`src/rtl/fmul_norm_round_pipe.sv`:
```
// fmul_norm_round_pipe
//   Last stage of the pipelined FP multiplier. Merges the two partial-product
//   halves, normalises the product, forms the biased exponent, rounds
//   (truncate or round-to-nearest-even) and raises overflow / underflow /
//   inexact. Two register stages with valid/ready flow control on both sides.
// Ports
//   clk, rst_n                  clock (rising edge), async active-low reset
//   in_valid / in_ready         input handshake
//   in_sign                     result sign from upstream
//   a_exp, b_exp                biased operand exponents
//   special, special_exp/frac   pre-resolved Inf/NaN/zero result
//   c_hi, c_lo                  partial products, P = (c_hi<<SPLIT)+c_lo
//   out_valid / out_ready       output handshake
//   out_sign/exp/frac           result
//   out_ovf/unf/inexact         status flags
//   busy                        either stage holds a beat
module fmul_norm_round_pipe #(
  parameter int EXP_W      = 8,
  parameter int FRAC_W     = 23,
  parameter int BIAS       = 2**(EXP_W-1)-1,
  parameter int SPLIT      = 12,
  parameter int ROUND_MODE = 1,
  localparam int PW        = 2*(FRAC_W+1),
  localparam int CW        = PW-SPLIT
) (
  input  logic              clk,
  input  logic              rst_n,
  input  logic              in_valid,
  output logic              in_ready,
  input  logic              in_sign,
  input  logic [EXP_W-1:0]  a_exp,
  input  logic [EXP_W-1:0]  b_exp,
  input  logic              special,
  input  logic [EXP_W-1:0]  special_exp,
  input  logic [FRAC_W-1:0] special_frac,
  input  logic [CW-1:0]     c_hi,
  input  logic [CW-1:0]     c_lo,
  output logic              out_valid,
  input  logic              out_ready,
  output logic              out_sign,
  output logic [EXP_W-1:0]  out_exp,
  output logic [FRAC_W-1:0] out_frac,
  output logic              out_ovf,
  output logic              out_unf,
  output logic              out_inexact,
  output logic              busy
);

  localparam int EW = EXP_W+2;
  localparam logic signed [EW-1:0] E_MAX  = EW'((2**EXP_W)-1);
  localparam logic signed [EW-1:0] E_ZERO = '0;
  localparam logic [EW-1:0]        E_BIAS = EW'(BIAS);

  function automatic logic rne_inc(input logic guard, input logic sticky, input logic lsb);
    return (ROUND_MODE != 0) && guard && (sticky || lsb);
  endfunction

  // Control
  logic vld_p1_q, vld_p1_d, vld_p2_q, vld_p2_d;
  logic s1_ready, s2_ready, ld1, ld2;

  // Stage 1 data
  logic [PW-1:0]          prod;
  logic [PW-2:0]          field;
  logic [FRAC_W-1:0]      mant_p1_d, mant_p1_q;
  logic                   guard_p1_d, guard_p1_q, sticky_p1_d, sticky_p1_q;
  logic                   nz_p1_d, nz_p1_q;
  logic signed [EW-1:0]   e_p1_d, e_p1_q;
  logic                   sign_p1_q, special_p1_q;
  logic [EXP_W-1:0]       sexp_p1_q;
  logic [FRAC_W-1:0]      sfrac_p1_q;

  // Stage 2 data
  logic                   inc;
  logic [FRAC_W:0]        sum;
  logic signed [EW-1:0]   e_r;
  logic                   sign_p2_q, sign_p2_d;
  logic [EXP_W-1:0]       exp_p2_q, exp_p2_d;
  logic [FRAC_W-1:0]      frac_p2_q, frac_p2_d;
  logic                   ovf_p2_q, ovf_p2_d, unf_p2_q, unf_p2_d, inx_p2_q, inx_p2_d;

  always_comb begin
    s2_ready = !vld_p2_q || out_ready;
    s1_ready = !vld_p1_q || s2_ready;
    ld1      = in_valid && s1_ready;
    ld2      = vld_p1_q && s2_ready;
    vld_p1_d = s1_ready ? in_valid : vld_p1_q;
    vld_p2_d = s2_ready ? vld_p1_q : vld_p2_q;
  end

  // ---- stage 0 -> 1: merge partial products, normalise, form exponent ----
  always_comb begin
    prod  = ({{SPLIT{1'b0}}, c_hi} << SPLIT) + {{SPLIT{1'b0}}, c_lo};
    // Bits below the hidden one; shifting by one when the MSB is clear
    // moves every field one position lower.
    field = prod[PW-1] ? prod[PW-2:0] : {prod[PW-3:0], 1'b0};
    mant_p1_d   = field[PW-2 -: FRAC_W];
    guard_p1_d  = field[PW-2-FRAC_W];
    sticky_p1_d = |field[PW-3-FRAC_W:0];
    nz_p1_d     = |prod;
    e_p1_d      = {2'b00, a_exp} + {2'b00, b_exp} + {{(EW-1){1'b0}}, prod[PW-1]} - E_BIAS;
  end

  always_ff @(posedge clk or negedge rst_n) begin
    if (!rst_n) begin
      vld_p1_q <= 1'b0;
      vld_p2_q <= 1'b0;
    end else begin
      vld_p1_q <= vld_p1_d;
      vld_p2_q <= vld_p2_d;
    end
  end

  always_ff @(posedge clk) begin
    if (ld1) begin
      mant_p1_q    <= mant_p1_d;
      guard_p1_q   <= guard_p1_d;
      sticky_p1_q  <= sticky_p1_d;
      nz_p1_q      <= nz_p1_d;
      e_p1_q       <= e_p1_d;
      sign_p1_q    <= in_sign;
      special_p1_q <= special;
      sexp_p1_q    <= special_exp;
      sfrac_p1_q   <= special_frac;
    end
  end

  // ---- stage 1 -> 2: special / flush / overflow / round ----
  always_comb begin
    inc      = rne_inc(guard_p1_q, sticky_p1_q, mant_p1_q[0]);
    sum      = {1'b0, mant_p1_q} + {{FRAC_W{1'b0}}, inc};
    // A rounding carry leaves the fraction at zero and bumps the exponent.
    e_r      = e_p1_q + {{(EW-1){1'b0}}, sum[FRAC_W]};
    sign_p2_d = sign_p1_q;
    exp_p2_d  = '0;
    frac_p2_d = '0;
    ovf_p2_d  = 1'b0;
    unf_p2_d  = 1'b0;
    inx_p2_d  = 1'b0;
    if (special_p1_q) begin
      exp_p2_d  = sexp_p1_q;
      frac_p2_d = sfrac_p1_q;
    end else if (e_p1_q <= E_ZERO) begin
      unf_p2_d = 1'b1;
      inx_p2_d = nz_p1_q;
    end else if (e_p1_q >= E_MAX || e_r == E_MAX) begin
      exp_p2_d = '1;
      ovf_p2_d = 1'b1;
      inx_p2_d = 1'b1;
    end else begin
      exp_p2_d  = e_r[EXP_W-1:0];
      frac_p2_d = sum[FRAC_W-1:0];
      inx_p2_d  = guard_p1_q || sticky_p1_q;
    end
  end

  always_ff @(posedge clk or negedge rst_n) begin
    if (!rst_n) begin
      sign_p2_q <= 1'b0;
      exp_p2_q  <= '0;
      frac_p2_q <= '0;
      ovf_p2_q  <= 1'b0;
      unf_p2_q  <= 1'b0;
      inx_p2_q  <= 1'b0;
    end else if (ld2) begin
      sign_p2_q <= sign_p2_d;
      exp_p2_q  <= exp_p2_d;
      frac_p2_q <= frac_p2_d;
      ovf_p2_q  <= ovf_p2_d;
      unf_p2_q  <= unf_p2_d;
      inx_p2_q  <= inx_p2_d;
    end
  end

  assign in_ready    = s1_ready;
  assign out_valid   = vld_p2_q;
  assign out_sign    = sign_p2_q;
  assign out_exp     = exp_p2_q;
  assign out_frac    = frac_p2_q;
  assign out_ovf     = ovf_p2_q;
  assign out_unf     = unf_p2_q;
  assign out_inexact = inx_p2_q;
  assign busy        = vld_p1_q || vld_p2_q;

endmodule

```
`config.mk`:
```
export PLATFORM = sky130hd
export DESIGN_NAME = fmul_norm_round_pipe
export DESIGN_NICKNAME = d
export VERILOG_FILES = /design/src/rtl/fmul_norm_round_pipe.sv
export SDC_FILE = /design/constraint.sdc
export NUM_CORES = 1
export LEC_CHECK = 0
export BUFFER_PORTS_ARGS = -buffer_cell sky130_fd_sc_hd__buf_4
export CORE_MARGIN = 4
export CORE_UTILIZATION = 40
export DETAILED_ROUTE_END_ITERATION = 12
export SYNTH_ARGS = -nofsm -noshare
export SYNTH_HDL_FRONTEND = slang
export SYNTH_SLANG_ARGS = --single-unit
```
`constraint.sdc`:
```
create_clock -name clk -period 3.9 [get_ports clk]
set_clock_uncertainty 0.2 [all_clocks]
set_input_delay 0.39 -clock clk [delete_from_list [all_inputs] [get_ports clk]]
set_output_delay 0.39 -clock clk [all_outputs]
set_load 0.03 [all_outputs]
```
==> impl_metrics.json, run 1 <==
{
  "synth_compound_area_frac": 0.171,
  "start_util": 0.413,
  "min_period_ns": 3.69,
  "layoutNonFillerInstCount": 1073,
  "seq_area_frac_synth": 0.450,
  "tightest_slew_ns": 0.870,
  "io_buffers": 162,
  "netlist.area_leader.share": 0.311,
  "cp-end-kind": "register",
  "hpwl_um": 13100,
  "maxSlewHeadroom": 0.418,
  "p_sw_frac": 0.314,
  "first_pass_iters": 5,
  "synth.area.mux_share": 0.0317,
  "clkLatencyLatePin_ns": 0.34,
  "grt_usage": 0.172,
  "pwr-share-clk": 0.264,
  "synth_fa_ha_area_frac": 0.0868,
  "synth_top_cell_by_area": "edfxtp_1",
  "syn_to_final_growth_pct": 34.8,
  "cts.sinks": 106,
  "fin_util": 0.557,
  "die_height_um": 137,
  "arrival_ns": 3.59,
  "final_common_cell": "buf_4",
  "placed_area_mm2": 0.00859,
  "ant_nets": 0,
  "drv_slew": 0,
  "outcome": "finished clean",
  "worstPathRequired_ns": 3.80,
  "vias": 5492,
  "root_buffer": "clkbuf_16",
  "finalPower_mw": 3.41,
  "grt_pass1_wl_um": 26000,
  "path_class": "in2reg",
  "hold_viol": 0,
  "synth-xor-area-share": 0.0868,
  "grt_max_degree": 70,
  "cp_max_fo": 3,
  "gp_congestion": 0.858,
  "drive_gt1_frac": 0.322,
  "p_switching_mw": 1.07,
  "fmax_mhz": 271,
  "synth_edf_count": 69,
  "synthCells": 646,
  "synth_simple_gate_area_frac": 0.146,
  "timing.max_cap.violations": 0,
  "internal_power_mw": 2.34,
  "fillers": 1473,
  "ctsHtreeMaxLevel": 3,
  "core_region_area_mm2": 0.0161,
  "p_leak_nw": 3.78,
  "comb_power_share": 0.309,
  "final_cell_mix": "215 x buf_4, 69 x edfxtp_1, 60 x nand2_1",
  "placedCellCount": 1050,
  "synthesis.nets": 816,
  "clockBufferDepth": 2,
  "ioPinCount": 163,
  "synth.distinct_cells": 69,
  "ys_top_cells_by_area": "edfxtp_1 31%, dfrtp_1 14%, ha_1 8.1%",
  "first_iter_violations": 220,
  "setup_viol": 0,
  "syn-cell-area_mm2": 0.00666,
  "clk_pin_slew_ns": 0.07,
  "ys_ff_latch": 106,
  "synth_ff_type": "edfxtp_1",
  "routedWlPerCell_um": 15.2,
  "powerDensity_mw_per_mm2": 379,
  "finalNetCount": 1022,
  "hp-class": "in2reg",
  "multi_input_area_mm2": 0.00368,
  "drc_errors": 0,
  "totalWireLength_um": 16400,
  "grt_pass1_vias": 5447,
  "viasPerCell": 5.12,
  "power_frac_seq": 0.426,
  "cts-buffers-inserted": 9,
  "stdcell_area_mm2": 0.00898,
  "row_count": 46,
  "synth_top_family_by_area": "compound AO/OA/AOI/OAI gates",
  "dieArea_mm2": 0.0188,
  "overflow": 0,
  "cts_tree": "done",
  "cp-start-kind": "input pin",
  "antenna_found_initial": 0,
  "antenna_cells": 0,
  "die_width_um": 137,
  "synth_area_per_cell_um2": 10.3,
  "regArea_mm2": 0.00300,
  "irDropWorstVdd_mv": 0.232,
  "async_reset_ff_frac": 0.349,
  "period_share": 0.946,
  "yosys_warnings": 0
}
==> what timing repair did <==
item | 4_1_cts | 5_1_grt
setup endpoints to repair | 0 | 30
endpoints found under the hold margin | 37 | 3
buffers inserted | 0 | 3
hold buffers | 1 | 3
gates resized for setup | 0 | 6
==> flip-flops by register name, indices dropped and copies added, names as in the netlist, 8 cells and up <==
register / flops
e_p1_q: 10
mant_p1_q: 23
out_frac: 23
out_exp: 8
sexp_p1_q: 8
sfrac_p1_q: 23
==> stage by stage <==
step | setup TNS, ns | setup WS (ns) | hold slack [ns]
after floorplan | -0.274 | -0.227 | -0.106
after global placement | -0.190 | -0.109 | 0.177
after detailed placement | -0.587 | -0.213 | 0.186
after CTS | 0 | 0.0874 | 0.00369
after global routing | -0.00107 | -0.00107 | 0.00273
final | 0 | 0.209 | 0.0180
==> final cells by class <==
type | instances | area share
Sequential cell | 106 | 0.334
Tap cell | 216 | 0.0301
Inverter | 19 | 0.00794
Multi-Input combinational cell | 497 | 0.410
Clock buffer | 9 | 0.0251
Timing Repair Buffer | 219 | 0.184
Clock inverter | 7 | 0.00878
==> cells by family (layout without fill, tap and decap cells) <==
group                      count (synthesis)  after routing
and+or+nand+nor                          192            192
AOI/OAI and AO/OA                        173            173
DFF                                      106            106
xor gates and xnor gates                  66             66
adders and majority gates                 45             45
buffers and inverters                     43            254
muxes                                     21             21
==> routing by layer <==
| layer | vias up | global-route usage | wire length [um] |
|---|---|---|---|
| li1 | 2806 | - | - |
| met5 | - | 0 | 0 |
| met3 | 16 | 0.0463 | 1120 |
| met2 | 141 | 0.283 | 7720 |
| met1 | 2529 | 0.221 | 7270 |
| met4 | 0 | 0.0560 | 251 |
==> cell usage after synthesis, types with 4 or more instances <==
master,instances
ha_1,43
nand3_1,21
o21ai_0,43
a31oi_1,8
nand4_1,12
o21bai_1,6
edfxtp_1,69
nor2_1,33
nor3_1,4
nand2_1,63
o211ai_1,5
nand2b_1,11
clkbuf_1,16
a21oi_1,46
a21o_1,4
xor2_1,33
a22oi_1,23
and3_1,14
dfrtp_1,37
xnor2_1,33
inv_1,19
a211oi_1,5
mux2i_1,20
nor4_1,4
and2_1,7
o21ai_1,6
==> critical path, cell delays in order <==
cell,delay [ns]
buf_4,0.11
ha_1,0.30
o211ai_1,0.11
o211ai_1,0.30
a22oi_2,0.14
a211oi_4,0.31
o2111ai_4,0.17
xor2_4,0.23
xor2_1,0.15
ha_2,0.19
fa_2,0.35
a21oi_2,0.12
nor2_1,0.05
nor2_1,0.12
o21bai_1,0.09
a21oi_2,0.16
o21bai_1,0.09
a21oi_2,0.13
xnor2_1,0.07
==> final timing paths <==
check	start	end	slack, ns	depth (start not counted)
max	c_hi[4]	e_p1_q[8]	0.21	19
min	special_exp[1]	sexp_p1_q[1]	0.02	1
max reg2reg	mant_p1_q[0]	out_frac[10]	0.25	15
min reg2reg	out_frac[19]	out_frac[19]	0.28	2
max in group asynchronous	rst_n	vld_p1_q	2.82	2
min in group asynchronous	rst_n	out_exp[2]	0.35	2
==> power groups by stage <==
stage	combinational (mW)	clock (mW)	sequential, mW
global placement	1.03	0	1.47
finish	1.05	0.901	1.45
global route	1.16	0.968	1.47
floorplan	0.511	0	1.58
detailed placement	1.05	0	1.48
CTS	1.05	0.925	1.45
Note: power is estimated with default switching activity, not from simulation.
==> inputs of run 2 (changes only) <==
--- a/config.mk
+++ b/config.mk
@@ -7,8 +7,10 @@
 export LEC_CHECK = 0
 export BUFFER_PORTS_ARGS = -buffer_cell sky130_fd_sc_hd__buf_4
 export CORE_MARGIN = 4
-export CORE_UTILIZATION = 40
+export CORE_UTILIZATION = 54
 export DETAILED_ROUTE_END_ITERATION = 12
+export GPL_TIMING_DRIVEN = 0
+export PLACE_DENSITY = 0.81
 export SYNTH_ARGS = -nofsm -noshare
 export SYNTH_HDL_FRONTEND = slang
 export SYNTH_SLANG_ARGS = --single-unit
==> impl_metrics.json, run 2 (synthesized netlist as in run 1, its figures left out) <==
{
  "grt_max_degree": 70,
  "stdcell_area_mm2": 0.00905,
  "cts_tree": "done",
  "hold_viol": 0,
  "p_leak_nw": 3.74,
  "row_count": 40,
  "cts-buffers-inserted": 9,
  "grt_use_met1": 0.293,
  "worstPathRequired_ns": 3.79,
  "ant_nets": 0,
  "vias": 5783,
  "die_height_um": 119,
  "powerDensity_mw_per_mm2": 378,
  "cp-start-kind": "input pin",
  "final_cell_mix": "185 x buf_4, 69 x edfxtp_1, 60 x nand2_1",
  "tightest_slew_ns": 0.899,
  "root_buffer": "clkbuf_16",
  "setup_ws_ns": -0.125,
  "fillers": 813,
  "start_util": 0.552,
  "path_class": "in2reg",
  "use_met2": 0.389,
  "maxSlewHeadroom": 0.401,
  "ctsHtreeMaxLevel": 3,
  "gp_congestion": 0.905,
  "routedWlPerCell_um": 16.8,
  "hp-class": "in2reg",
  "viasPerCell": 5.66,
  "period_share": 1.03,
  "overflow": 0,
  "finalNetCount": 1018,
  "antenna_found_initial": 0,
  "arrival_ns": 3.92,
  "hpwl_um": 12700,
  "syn_to_final_growth_pct": 35.9,
  "outcome": "finished with violations",
  "setup_viol": 1,
  "busiest_layer": "met2",
  "drv_slew": 0,
  "grt_pass1_wl_um": 27200,
  "clockBufferDepth": 2,
  "rsz0062_at_grt": "yes",
  "clk_pin_slew_ns": 0.07,
  "final_common_cell": "buf_4",
  "core_region_area_mm2": 0.0121,
  "cp_max_fo": 3,
  "first_pass_iters": 5,
  "irDropWorstVdd_mv": 0.213,
  "die_width_um": 119,
  "cp-end-kind": "register",
  "min_period_ns": 4.02,
  "grt_usage": 0.234,
  "dieArea_mm2": 0.0142,
  "grtUsageMet3": 0.0518,
  "io_buffers": 162,
  "cts.sinks": 106,
  "clkLatencyLatePin_ns": 0.34,
  "timing.max_cap.violations": 0,
  "ioPinCount": 163,
  "placed_area_mm2": 0.00826,
  "grt_pass1_vias": 5919,
  "antenna_cells": 0,
  "drive_gt1_frac": 0.333,
  "fmax_mhz": 248,
  "violations": "setup timing",
  "totalWireLength_um": 17100,
  "first_iter_violations": 384,
  "dpl_worst_slack_ns": -0.916,
  "drc_errors": 0
}
-- run 2: changes by cell type in the layout (fill, tap and decap cells not counted), sizes merged --
| cell | previous run | this run |
|---|---|---|
| dlygate4sd3 | 4 | 1 |
| inv | 20 | 19 |
| buf | 215 | 200 |
| clkbuf | 9 | 28 |
| clkinv | 5 | 2 |
| bufinv | 1 | 0 |
-- run 2: per-layer routing --
metal / share of wire / wire, um
met5: 0 / 0
met4: 0.022 / 382
met3: 0.072 / 1230
met2: 0.49 / 8390
met1: 0.42 / 7110
-- run 2: final timing paths --
kind / from / to / slack, ns / cells after the start
max reg2reg: mant_p1_q[7] / out_frac[22] / 0.18 / 15
max in group asynchronous: rst_n / out_frac[5] / 2.82 / 2
min: special_exp[2] / sexp_p1_q[2] / 0.02 / 1
min reg2reg: out_exp[1] / out_exp[1] / 0.28 / 2
min in group asynchronous: rst_n / out_exp[5] / 0.34 / 2
max: c_hi[11] / e_p1_q[8] / -0.12 / 21
-- run 2: stage by stage --
stage	setup TNS (ns)	power [mW]	std cells	utilization	hold slack, ns
2_1_floorplan	-0.274	2.10	646	-	-0.106
3_3_place_gp	-4.09	2.44	976	0.685	0.164
3_5_place_dp	-7.24	2.47	976	0.685	0.173
4_1_cts	-0.172	3.39	1009	0.731	0.00218
5_1_grt	-0.549	3.60	1021	0.751	0.000106
6_report	-0.125	3.42	1021	0.751	0.0153
-- run 2: critical path: stages --
cell,delay (ns)
buf_6,0.10
ha_4,0.27
nand4_4,0.12
a2111oi_4,0.30
a22oi_2,0.13
a211oi_4,0.29
o2111ai_2,0.19
xor2_2,0.22
buf_6,0.13
buf_8,0.11
xor2_2,0.14
ha_2,0.18
fa_2,0.35
a21oi_2,0.14
nor2_1,0.05
nor2_1,0.16
o21bai_1,0.11
a21oi_2,0.16
o21bai_1,0.10
a21oi_1,0.17
xnor2_1,0.09
-- run 2: power by group --
| group | internal, mW | switching [mW] | total [mW] |
|---|---|---|---|
| registers | 1.36 | 0.0940 | 1.46 |
| logic | 0.490 | 0.608 | 1.10 |
| clock network | 0.501 | 0.368 | 0.869 |
-- run 2: repair_timing --
action | in CTS | in global routing
setup endpoints to repair | 29 | 29
setup buffers | 18 | 14
pin swaps | 21 | 29
endpoints found under the hold margin | 37 | 0
hold buffers | 1 | 0
cloned | 0 | 0
resized for setup | 23 | 29
-- run 2: layout make-up --
class                      instances  area [um^2]  share of cell area
buffer                            20          118              0.0130
clock buffer                      14          284              0.0314
clock inverter                     2         10.0             0.00111
inverter                          19         71.3             0.00788
multi-input combinational        497         3860               0.426
sequential                       106         3000               0.331
tap                              168          210              0.0232
timing repair buffer             195         1500               0.166
